[src/rtl/rf_ctrl_pkg.sv]
// Shared definitions for the register-file access controller.
// Holds the default widths, the opcode encodings, the controller state
// encoding and the bit positions of the instruction fields. The package
// also provides small opcode classification helpers.
package rf_ctrl_pkg;

  localparam int DATA_W_DEF = 10;
  localparam int ADDR_W_DEF = 2;
  localparam int OP_W       = 4;

  // Instruction field positions: op[9:6] rd[5:4] rs[3:2] rt[1:0]
  localparam int OP_LSB = 6;
  localparam int RD_LSB = 4;
  localparam int RS_LSB = 2;
  localparam int RT_LSB = 0;

  localparam logic [OP_W-1:0] OP_NOP = 4'b0000;
  localparam logic [OP_W-1:0] OP_ADD = 4'b0001;
  localparam logic [OP_W-1:0] OP_SUB = 4'b0010;
  localparam logic [OP_W-1:0] OP_AND = 4'b0011;
  localparam logic [OP_W-1:0] OP_OR  = 4'b0100;
  localparam logic [OP_W-1:0] OP_XOR = 4'b0101;
  localparam logic [OP_W-1:0] OP_MOV = 4'b0110;
  localparam logic [OP_W-1:0] OP_LDI = 4'b0111;

  typedef enum logic [1:0] {
    IDLE  = 2'd0,
    READ  = 2'd1,
    EXEC  = 2'd2,
    WRITE = 2'd3
  } state_e;

  // Any opcode with the top bit set is undefined.
  function automatic logic op_illegal(input logic [OP_W-1:0] op);
    return op[OP_W-1];
  endfunction

  // ADD..LDI produce a value that is written back.
  function automatic logic op_writes(input logic [OP_W-1:0] op);
    return !op[OP_W-1] && (op != OP_NOP);
  endfunction

  // Only the arithmetic/logic group touches the flags.
  function automatic logic op_sets_flags(input logic [OP_W-1:0] op);
    return (op >= OP_ADD) && (op <= OP_XOR);
  endfunction

endpackage

[src/rtl/rf_access_ctrl_alu10.sv]
// alu10: combinational execution unit of the register-file controller.
// Ports:
//   op     - opcode of the latched instruction
//   opa    - first source operand (register rs)
//   opb    - second source operand (register rt)
//   imm    - latched immediate, used by LDI
//   result - operation result, unsigned modulo 2^DATA_W (0 for NOP/illegal)
//   carry  - carry-out for ADD, borrow (opa<opb) for SUB, 0 otherwise
//   zero   - result equals zero
module alu10
  import rf_ctrl_pkg::*;
#(
  parameter int DATA_W = DATA_W_DEF
) (
  input  logic [OP_W-1:0]   op,
  input  logic [DATA_W-1:0] opa,
  input  logic [DATA_W-1:0] opb,
  input  logic [DATA_W-1:0] imm,
  output logic [DATA_W-1:0] result,
  output logic              carry,
  output logic              zero
);

  logic [DATA_W:0] sum;

  always_comb begin
    sum    = '0;
    result = '0;
    carry  = 1'b0;
    case (op)
      OP_ADD: begin
        sum    = {1'b0, opa} + {1'b0, opb};
        result = sum[DATA_W-1:0];
        carry  = sum[DATA_W];
      end
      OP_SUB: begin
        // The extra top bit of the widened difference is the borrow.
        sum    = {1'b0, opa} - {1'b0, opb};
        result = sum[DATA_W-1:0];
        carry  = sum[DATA_W];
      end
      OP_AND:  result = opa & opb;
      OP_OR:   result = opa | opb;
      OP_XOR:  result = opa ^ opb;
      OP_MOV:  result = opa;
      OP_LDI:  result = imm;
      default: result = '0;
    endcase
  end

  assign zero = (result == '0);

endmodule

[src/rtl/rf_access_ctrl.sv]
// rf_access_ctrl: four-state controller that reads two registers, executes
// one ALU operation and writes the result back to an external register file.
// Sequence per instruction: IDLE -> READ -> EXEC -> WRITE -> IDLE.
// Ports:
//   clk, rst_n              - clock, asynchronous active-low reset
//   instr_valid/instr_ready - instruction handshake (ready only in IDLE)
//   instr, imm              - instruction word and LDI immediate
//   rf_rae/rf_raa           - read port A enable/address (rs)
//   rf_rbe/rf_rba           - read port B enable/address (rt)
//   rf_aout/rf_bout         - asynchronous read data from the register file
//   rf_we/rf_wa/rf_wdata    - write port toward the register file
//   done, err               - retire pulse, illegal-opcode pulse
//   flag_z, flag_c          - zero flag, carry/borrow flag
// All outputs are decoded from the state register and latched fields, so an
// asserted rst_n drops every enable without waiting for a clock edge.
module rf_access_ctrl
  import rf_ctrl_pkg::*;
#(
  parameter int DATA_W = DATA_W_DEF,
  parameter int ADDR_W = ADDR_W_DEF
) (
  input  logic              clk,
  input  logic              rst_n,
  input  logic              instr_valid,
  output logic              instr_ready,
  input  logic [DATA_W-1:0] instr,
  input  logic [DATA_W-1:0] imm,
  output logic              rf_rae,
  output logic [ADDR_W-1:0] rf_raa,
  output logic              rf_rbe,
  output logic [ADDR_W-1:0] rf_rba,
  input  logic [DATA_W-1:0] rf_aout,
  input  logic [DATA_W-1:0] rf_bout,
  output logic              rf_we,
  output logic [ADDR_W-1:0] rf_wa,
  output logic [DATA_W-1:0] rf_wdata,
  output logic              done,
  output logic              err,
  output logic              flag_z,
  output logic              flag_c
);

  state_e state_q, state_d;

  logic [DATA_W-1:0] instr_p0;
  logic [DATA_W-1:0] imm_p0;
  logic [DATA_W-1:0] opa_p1;
  logic [DATA_W-1:0] opb_p1;
  logic [DATA_W-1:0] result_p2;

  logic [OP_W-1:0]   op_p0;
  logic [ADDR_W-1:0] rd_p0;
  logic [ADDR_W-1:0] rs_p0;
  logic [ADDR_W-1:0] rt_p0;

  logic [DATA_W-1:0] alu_result;
  logic              alu_carry;
  logic              alu_zero;

  assign op_p0 = instr_p0[OP_LSB +: OP_W];
  assign rd_p0 = instr_p0[RD_LSB +: ADDR_W];
  assign rs_p0 = instr_p0[RS_LSB +: ADDR_W];
  assign rt_p0 = instr_p0[RT_LSB +: ADDR_W];

  alu10 #(
    .DATA_W (DATA_W)
  ) u_alu (
    .op     (op_p0),
    .opa    (opa_p1),
    .opb    (opb_p1),
    .imm    (imm_p0),
    .result (alu_result),
    .carry  (alu_carry),
    .zero   (alu_zero)
  );

  always_ff @(posedge clk or negedge rst_n) begin
    if (!rst_n) begin
      state_q <= IDLE;
    end else begin
      state_q <= state_d;
    end
  end

  always_ff @(posedge clk or negedge rst_n) begin
    if (!rst_n) begin
      instr_p0  <= '0;
      imm_p0    <= '0;
      opa_p1    <= '0;
      opb_p1    <= '0;
      result_p2 <= '0;
      flag_z    <= 1'b0;
      flag_c    <= 1'b0;
    end else begin
      // Stage p0: latch the accepted instruction and immediate
      if ((state_q == IDLE) && instr_valid) begin
        instr_p0 <= instr;
        imm_p0   <= imm;
      end
      // Stage p1: capture register-file read data at the end of READ
      if (state_q == READ) begin
        opa_p1 <= rf_aout;
        opb_p1 <= rf_bout;
      end
      // Stage p2: register the ALU result and, for ADD..XOR, the flags
      if (state_q == EXEC) begin
        result_p2 <= alu_result;
        if (op_sets_flags(op_p0)) begin
          flag_z <= alu_zero;
          flag_c <= alu_carry;
        end
      end
    end
  end

  always_comb begin
    state_d     = state_q;
    instr_ready = 1'b0;
    rf_rae      = 1'b0;
    rf_raa      = '0;
    rf_rbe      = 1'b0;
    rf_rba      = '0;
    rf_we       = 1'b0;
    rf_wa       = '0;
    rf_wdata    = '0;
    done        = 1'b0;
    err         = 1'b0;
    case (state_q)
      IDLE: begin
        instr_ready = 1'b1;
        if (instr_valid) state_d = READ;
      end
      READ: begin
        rf_rae  = 1'b1;
        rf_raa  = rs_p0;
        rf_rbe  = 1'b1;
        rf_rba  = rt_p0;
        state_d = EXEC;
      end
      EXEC: begin
        state_d = WRITE;
      end
      WRITE: begin
        rf_we    = op_writes(op_p0);
        rf_wa    = rd_p0;
        rf_wdata = result_p2;
        done     = 1'b1;
        err      = op_illegal(op_p0);
        state_d  = IDLE;
      end
      default: state_d = IDLE;
    endcase
  end

endmodule

[config.mk]
export PLATFORM = sky130hd
export DESIGN_NAME = rf_access_ctrl
export DESIGN_NICKNAME = d
export VERILOG_FILES = /design/src/rtl/rf_ctrl_pkg.sv /design/src/rtl/rf_access_ctrl_alu10.sv /design/src/rtl/rf_access_ctrl.sv
export SDC_FILE = /design/constraint.sdc
export NUM_CORES = 1
export LEC_CHECK = 0
export CORE_ASPECT_RATIO = 0.7
export CORE_UTILIZATION = 45
export DETAILED_ROUTE_END_ITERATION = 8
export DONT_BUFFER_PORTS = 1
export SYNTH_ARGS = -nofsm -noshare
export SYNTH_HDL_FRONTEND = slang
export SYNTH_HIERARCHICAL = 1
export SYNTH_SLANG_ARGS = --single-unit
export TNS_END_PERCENT = 5
[constraint.sdc]
create_clock -name clk -period 2.5 [get_ports clk]
set_input_delay 0.375 -clock clk [delete_from_list [all_inputs] [get_ports clk]]
set_output_delay 0.375 -clock clk [all_outputs]
set_load 0.005 [all_outputs]
-- After elaboration in Yosys (flattened, before gate mapping)
Index checks and enable logic that the tools add are counted.
- flip-flop bits (word level): 54
- bits in latches: 0
- bits in writable memories: 0
- memory bits (read-only): 0
- input port bits: 43
- output and inout port bits: 24
- memories: 0
- add/sub/neg operators: 2
- $mul: 0
- divide/modulo/power cells: 0
- magnitude comparators: 2
- eq/ne operators: 11
- shift operators: 0
- mux-type cells: 13
- bitwise operators: 3
- reduce and logical (&&, ||, !) cells: 8
- operator list (cell ; count):
    10-bit one-hot mux with 7 select lines ; 1
    4-bit by 3-bit equality test with 1-bit output (second input constant) ; 4
    10-bit by 10-bit adder with 11-bit output ; 1
    10-bit by 10-bit subtractor with 11-bit output ; 1
    10-bit AND ; 1
    10-bit zero test ; 1
    10-bit 2-to-1 mux ; 1
    10-bit bitwise OR ; 1
    10-bit XOR ; 1
    4-bit by 2-bit equality test with 1-bit output (second input constant) ; 2
    2-bit 2-to-1 mux ; 4
    2-bit one-hot mux with 4 select lines ; 1
    1-bit 2-to-1 mux ; 5
    2-bit equality test (second input constant) ; 2
    4-bit by 1-bit equality test with 1-bit output (second input constant) ; 1
    4-bit by 1-bit greater-or-equal comparator with 1-bit output (second input constant) ; 1
    4-bit by 3-bit less-or-equal comparator with 1-bit output (second input constant) ; 1
    4-bit nonzero test ; 1
    1-bit logical AND ; 3
    2-bit by 1-bit equality test with 1-bit output (second input constant) ; 1
    2-bit zero test ; 1
    2-bit inequality test (second input constant) ; 1
    1-bit one-hot mux with 2 select lines ; 1
    2-bit AND reduction ; 1
    1-bit zero test ; 1

-- Logic depth before layout (Yosys ltp)
Gate-level depths: netlist of run 1.
- word-level depth: 3
- depth in mapped cells: 11
- gate-level depth less buffers: 11

-- Modules after synthesis
Netlist of run 1, hierarchy kept.
- by module, submodules not included (module ; times used ; cells an instance ; area an instance (um2) ; seq. area each (um2)):
    rf_access_ctrl ; 1 ; 147 ; 2247.2 ; 1351.3
    alu10 ; 1 ; 229 ; 1712.9 ; 0.0

-- Worst setup path before layout of run 1
No wires, ideal clock.
- path type: flip-flop to flip-flop
- from: register opa_p1[1]
- to: register flag_z
- library setup time: 125 ps
- data arrival time: 2499 ps
- required time: 2375 ps
- setup slack: -124 ps
- stages on the path, launching flop included: 11
- buffers on the path: 0
- clock period less this slack: 2624 ps
- cell sequence: dfrtp_1 -> inv_1 -> ha_1 -> or2_2 -> a211oi_1 -> o221ai_1 -> o21a_1 -> o221a_2 -> o21ai_0 -> nor4_2 -> mux2_4
- longest elaborated chain between the ends: 3
- elaborated cells on any way between the ends: 7
- classes of those cells: add/sub (2); mux (1); bitwise (3); reduce/logical (1)
- ends and longest elaborated chain (element ; RTL line ; RTL):
    from (decl) ; rf_access_ctrl.sv:47 ; logic [DATA_W-1:0] opa_p1;
    from (signal assigned) ; rf_access_ctrl.sv:102 ; opa_p1 <= rf_aout;
    10-bit by 10-bit subtractor with 11-bit output or 10-bit by 10-bit adder with 11-bit output (tied branches) ; rf_access_ctrl_alu10.sv:38, rf_access_ctrl_alu10.sv:32 ;
    10-bit one-hot mux with 7 select lines * ; rf_access_ctrl_alu10.sv:30 ; case (op)
    named net alu_result[7] ; rf_access_ctrl.sv:56 ; logic [DATA_W-1:0] alu_result;
    10-bit zero test * ; rf_access_ctrl_alu10.sv:51 ; assign zero = (result == '0);
    named net alu_zero ; rf_access_ctrl.sv:58 ; logic alu_zero;
    to (signal assigned) ; rf_access_ctrl.sv:109 ; flag_z <= alu_zero;
    to (decl) ; rf_access_ctrl.sv:39 ; output logic flag_z,
The timed path passes the listed nets; every way through them passes the cells marked *.
A chain may end at the register's enable or synchronous reset.

-- Worst setup path in the final report of run 1
- from: register instr_p0[6]
- to: register flag_z
- longest elaborated chain between the ends: 3
- elaborated cells on any way between the ends: 13
- classes of those cells: order compare (2); eq/ne (7); mux (1); reduce/logical (3)
- ends and longest elaborated chain (element ; RTL line ; RTL):
    from (decl) ; rf_access_ctrl.sv:45 ; logic [DATA_W-1:0] instr_p0;
    from (signal assigned) ; rf_access_ctrl.sv:97 ; instr_p0 <= instr;
    4-bit by 3-bit equality test with 1-bit output, or another cell as far along ; rf_access_ctrl_alu10.sv:30 ;
    10-bit one-hot mux with 7 select lines * ; rf_access_ctrl_alu10.sv:30 ;
    10-bit zero test * ; rf_access_ctrl_alu10.sv:51 ;
    named net alu_zero ; rf_access_ctrl.sv:58 ;
Marked as above.

==> results of run 1 <==
-- logic make-up (layout without fill, tap and decap cells) --
group           after synthesis  after routing  synth area share
buf+inv                      58            127            0.0622
fa+ha+maj                    37             37             0.121
simple gates                 82             82             0.125
xor+xnor                      3              3           0.00664
mux                          62             62             0.195
flops                        54             54             0.341
compound gates               80             80             0.149
-- per-layer routing --
layer / vias to the layer above / part of all wire / global-route usage
li1: 1493 / - / -
met1: 1504 / 0.50 / 0.339
met2: 140 / 0.42 / 0.342
met3: 12 / 0.071 / 0.0408
met4: 0 / 0.010 / 0.0519
met5: - / 0 / 0
-- cells in the final DEF, fill, tap and decap left out, types with 5 or more instances in the layout --
cell type	count
a21o_1	8
and2_1	18
a21oi_1	11
mux2_2	51
nand3_1	7
nor2_1	12
and3_1	5
buf_4	80
dfrtp_1	52
o21ai_0	5
inv_1	33
mux4_2	6
ha_1	33
nand2_1	9
clkbuf_16	5
-- repair_timing --
| action | 4_1_cts | 5_1_grt |
|---|---|---|
| setup endpoints to repair | 7 | 8 |
| resized for setup | 6 | 10 |
| buffers inserted | 0 | 1 |
| hold buffers | 2 | 0 |
| pin swaps | 7 | 7 |
| hold endpoints to repair | 54 | 0 |
-- worst min path at each step --
stage               cells past startpoint     start          end
floorplan                               0     rst_n       flag_c
global placement                        0     rst_n    imm_p0[1]
detailed placement                      0     rst_n    imm_p0[1]
CTS                                     1    imm[1]    imm_p0[1]
global route                            1    imm[4]    imm_p0[4]
finish                                  1  instr[4]  instr_p0[4]
-- sequential cells by signal, summed over array words and instances, names as in the netlist --
name	flops
state_q	2
opa_p1	10
result_p2	10
flag_z	1
flag_c	1
imm_p0	10
instr_p0	10
opb_p1	10
-- cells in the mapped netlist, drive strengths merged, types with 3 or more instances --
master,n,area (um2)
a221o,4,40.0
o22ai,3,18.8
a211o,3,26.3
o211ai,3,22.5
a31oi,4,25.0
nor2b,4,25.0
a21oi,12,60.1
o21bai,5,37.5
nor3,5,30.0
nand2,9,33.8
nand3,7,35.0
mux2,54,616
clkbuf,7,26.3
and2,19,119
or3,4,25.0
and3,5,31.3
buf,15,85.1
o221a,3,33.8
mux4,6,135
a211oi,3,22.5
xnor2,3,26.3
nor2,14,55.1
dfrtp,54,1350
ha,35,438
a221oi,5,50.0
a21o,8,60.1
nand2b,3,18.8
inv,35,131
o21ai,9,45.0
-- report_power, final --
group          internal [uW]  switching [uW]  total [uW]  leakage, uW
Combinational           3190            2910        6100      0.00156
Sequential              1320             364        1690     0.000646
Clock                    397             318         715    0.0000729
Total                   4910            3590        8500      0.00227
-- critical path, stage by stage, from the launching register on --
cell and delay (ps):
dfrtp_1 670, buf_4 230, mux4_2 500, o21ai_0 300, o211ai_1 180, o22ai_1 290
nand4b_1 150, nor4_2 160, mux2_4 180
-- final cells by class --
cell class	count	area, um2
clock buffer	6	139
sequential	54	1350
tap	120	150
inverter	36	135
fill	782	3600
timing repair buffer	83	649
clock inverter	2	12.5
multi-input combinational	264	2440
-- through the flow --
| stage | setup slack [ps] | utilization | hold WS, ps | total power [uW] | std cells |
|---|---|---|---|---|---|
| 2_1_floorplan | 2.80 | - | 79.4 | 5270 | 376 |
| 3_3_place_gp | -158 | 0.546 | 80.9 | 7400 | 554 |
| 3_5_place_dp | -243 | 0.546 | 81.0 | 7500 | 554 |
| 4_1_cts | -171 | 0.571 | 220 | 8320 | 564 |
| 5_1_grt | -313 | 0.576 | 219 | 9140 | 565 |
| 6_report | -209 | 0.576 | 225 | 8500 | 565 |
==> flow_metrics.py, run 1 <==
metrics = {
    "run_status": {
        "outcome": "complete, but fails checks",
        "violations": "negative setup slack",
    },
    "synthesis": {
        "ys_seq_area_frac": 0.341,
        "synth-edff-count": 0,
        "netlist_instances": 376,
        "syn_area_um2": 3960,
        "syn_area_per_cell_um2": 10.5,
        "ys_ff_latch": 54,
        "synth_ff_type": "dfrtp_1",
        "ys_types": 60,
        "yosysWarningCount": 6,
        "synth.net_count": 456,
        "async_flop_share": 1.00,
    },
    "global_routing": {
        "grt_start_max_net_pins": 55,
        "grt_first_pass_wirelength_um": 15800,
        "antenna_found_initial": 0,
        "grtUsageTotal": 0.228,
        "grt_pass1_vias": 2946,
        "grt_overflow": 0,
    },
    "critical_path": {
        "regToRegSetupSlack_ps": -210,
        "path_class": "flip-flop to flip-flop",
        "crit_arrival_ps": 2950,
        "crit_required_ps": 2740,
        "crit_end": "flag_z",
        "endpoint_kind": "flip-flop",
        "crit_path_start_kind": "flip-flop",
        "crit_start": "instr_p0[6]",
        "path_max_fanout": 9,
        "r2r_end": "flag_z",
        "crit-reg2reg-launch": "instr_p0[6]",
        "reg2regPathDepth": 8,
    },
    "drt": {
        "routedWlPerCell_um": 17.9,
        "first_iter_violations": 257,
        "via_per_inst": 5.57,
        "wl_um": 10100,
        "first_pass_iters": 5,
        "antenna_left": 0,
        "drc": 0,
        "via_count": 3149,
    },
    "sta": {
        "tightest_slew_ps": 598,
        "relSlewSlack": 0.601,
        "period_needed_ps": 2710,
        "tns_ps": -824,
        "fmax_mhz": 369,
        "drv_slew": 0,
        "rsz0062_at_grt": "yes",
        "setup_slack_ps": -209,
        "skew_ps": 3.14,
        "fin_crit_sh": 1.08,
        "hold_viol_final": 0,
        "setup_violations": 7,
    },
    "cts": {
        "clock_latency_ps": 290,
        "numClockSinks": 54,
        "cts_root_buf": "clkbuf_16",
        "cts.clk_slew.worst_paths_ps": 70,
        "max-clock-path-buffers": 2,
        "cts_tree": "done",
        "htree_levels": 2,
        "numCtsBuffers": 5,
    },
    "placement": {
        "place_congestion": 0.941,
        "dp_hpwl_um": 7960,
        "io_buffers": 0,
        "placed_area_um2": 4630,
    },
    "floorplan": {
        "core_area_um2": 8480,
        "die_w_um": 114,
        "rows": 28,
        "initial_core_util": 0.467,
        "dieArea_um2": 9190,
        "die_height_um": 80.5,
        "io_pins": 67,
    },
    "flow_run": {
        "maxCapViolations": 0,
    },
    "finish": {
        "design_area_um2": 4880,
        "diodes": 0,
        "final_layout_size_suffix_gt1_frac": 0.393,
        "fin_nets": 524,
        "area_growth_pct": 23.3,
    },
    "power_and_ir_drop": {
        "ir_drop_mv": 0.598,
        "powerDensity_nw_per_um2": 1740,
        "p_leak_uw": 0.00227,
    },
    "worst_hold_path": {
        "hp-class": "input port to flip-flop",
    },
}
Power figures use the tool's default switching activity.
==> run 2, diff against run 1 <==
Settings changed: CTS_BUF_LIST set to sky130_fd_sc_hd__clkbuf_4.
Clock period 2.5 ns to 3 ns, I/O delays scaled along.
==> flow_metrics.py, run 2 (synthesized netlist as in run 1, its figures left out) <==
metrics = {
    "cts": {
        "htree_levels": 2,
        "max-clock-path-buffers": 2,
        "cts_tree": "done",
        "numCtsBuffers": 5,
        "cts_root_buf": "clkbuf_4",
        "cts_setup_buffers": 0,
        "cts.clk_slew.worst_paths_ps": 160,
        "numClockSinks": 54,
        "clock_latency_ps": 390,
    },
    "critical_path": {
        "endpoint_kind": "flip-flop",
        "path_buf_inv": 1,
        "crit_chain": "inv_1, ha_1, a21oi_2, nand2_1, a221o_1, a221o_1, nor4b_2, nand4b_1, nor4_2, mux2_4",
        "critPathTopFamily": "compound AO/OA/AOI/OAI gates",
        "crit_required_ps": 3340,
        "critPathMaxStageDelay_ps": 420,
        "path_max_fanout": 8,
        "path_class": "flip-flop to flip-flop",
        "crit_path_start_kind": "flip-flop",
        "crit_arrival_ps": 3240,
        "cp_common_cell": "a221o_1",
        "crit_slowest_cell": "dfrtp_1",
    },
    "sta": {
        "hold_viol_final": 0,
        "fmax_mhz": 345,
        "relSlewSlack": 0.600,
        "tns_ps": 0,
        "rsz0062_at_grt": "no",
        "tightest_slew_ps": 600,
        "fin_crit_sh": 0.967,
        "skew_ps": 17.8,
        "period_needed_ps": 2900,
        "drv_slew": 0,
        "setup_violations": 0,
    },
    "drt": {
        "antenna_left": 0,
        "via_per_inst": 5.85,
        "first_pass_iters": 4,
        "first_iter_violations": 279,
        "routedWlPerCell_um": 19.9,
        "drc": 0,
        "via_count": 2971,
        "wl_um": 10100,
    },
    "floorplan": {
        "dieArea_um2": 9190,
        "core_area_um2": 8480,
        "io_pins": 67,
        "die_height_um": 80.5,
        "rows": 28,
        "die_w_um": 114,
        "initial_core_util": 0.467,
    },
    "global_routing": {
        "grt_start_max_net_pins": 55,
        "grt_overflow": 0,
        "grt_pass1_vias": 2933,
        "grt_first_pass_wirelength_um": 16000,
        "antenna_found_initial": 0,
        "grtUsageTotal": 0.232,
    },
    "finish": {
        "layoutNonFillerInstCount": 508,
        "fin_nets": 468,
        "diodes": 0,
        "area_growth_pct": 10.1,
        "final_layout_size_suffix_gt1_frac": 0.294,
        "final_common_cell": "dfrtp_1",
        "final_cell_mix": "dfrtp_1, mux2_2, inv_1, ha_1, buf_4",
    },
    "placement": {
        "dp.cells": 499,
        "dp_hpwl_um": 7800,
        "io_buffers": 0,
        "place_congestion": 0.920,
    },
    "worst_hold_path": {
        "hp-class": "input port to flip-flop",
    },
    "flow_run": {
        "maxCapViolations": 0,
    },
    "run_status": {
        "outcome": "completed",
    },
}
run 2: changes by cell type in the layout (fill, tap and decap cells not counted), sizes merged:
cell | previous run | this run
clkbuf | 6 | 5
bufinv | 0 | 1
clkinvlp | 1 | 0
buf | 82 | 26
run 2: cell type report:
type / count / area, um2
multi-input cells: 264 / 2430
clock buffers: 5 / 37.5
fillers: 800 / 4120
well taps: 120 / 150
flip-flops and latches: 54 / 1350
repair buffers: 27 / 225
clock inverters: 2 / 33.8
inverters: 36 / 135
run 2: path summary, 6_finish.rpt:
check                                  from           to  slack, ps  cells after the start
worst min-delay path             rf_bout[2]    opb_p1[2]        190                      1
worst max register to register    opa_p1[2]       flag_z        100                     10
worst min register to register  instr_p0[2]  instr_p0[2]        510                      1
min in group asynchronous             rst_n    imm_p0[1]        550                      2
max in group asynchronous             rst_n    imm_p0[6]       2210                      2
worst max-delay path              opa_p1[2]       flag_z        100                     10
run 2: stage by stage:
step | util | setup slack [ps] | hold slack (ps) | area, um2
floorplan | - | 376 | 154 | 3960
global placement | 0.494 | 68.5 | 156 | 4190
detailed placement | 0.494 | 28.2 | 156 | 4190
CTS | 0.507 | 16.1 | 166 | 4300
global route | 0.514 | 21.0 | 148 | 4360
finish | 0.514 | 99.0 | 189 | 4360
run 2: routing by layer:
metal	share of wire	GRT usage	vias to the layer above
met5	0	0	-
met4	0.0080	0.0636	0
met3	0.074	0.0642	8
met2	0.42	0.327	107
met1	0.50	0.342	1473
li1	-	-	1383
run 2: timing repair:
| action | 4_1_cts | 5_1_grt |
|---|---|---|
| gates resized for setup | 1 | 15 |
| endpoints found under the hold margin | 54 | 0 |
| pin swaps | 0 | 0 |
| hold buffers | 2 | 0 |
| endpoints found under the setup margin | 1 | 2 |
run 2: worst reg2reg max path, stage by stage, from the launching register on:
cell and delay (ps):
dfrtp_1 420, inv_1 80, ha_1 420, a21oi_2 240, nand2_1 170, a221o_1 380, a221o_1 360, nor4b_2 300
nand4b_1 150, nor4_2 160, mux2_4 180
Power of run 2 is left out: the tool's default activity adds up to more than one toggle a clock period on the data nets, which glitch-free logic cannot reach.
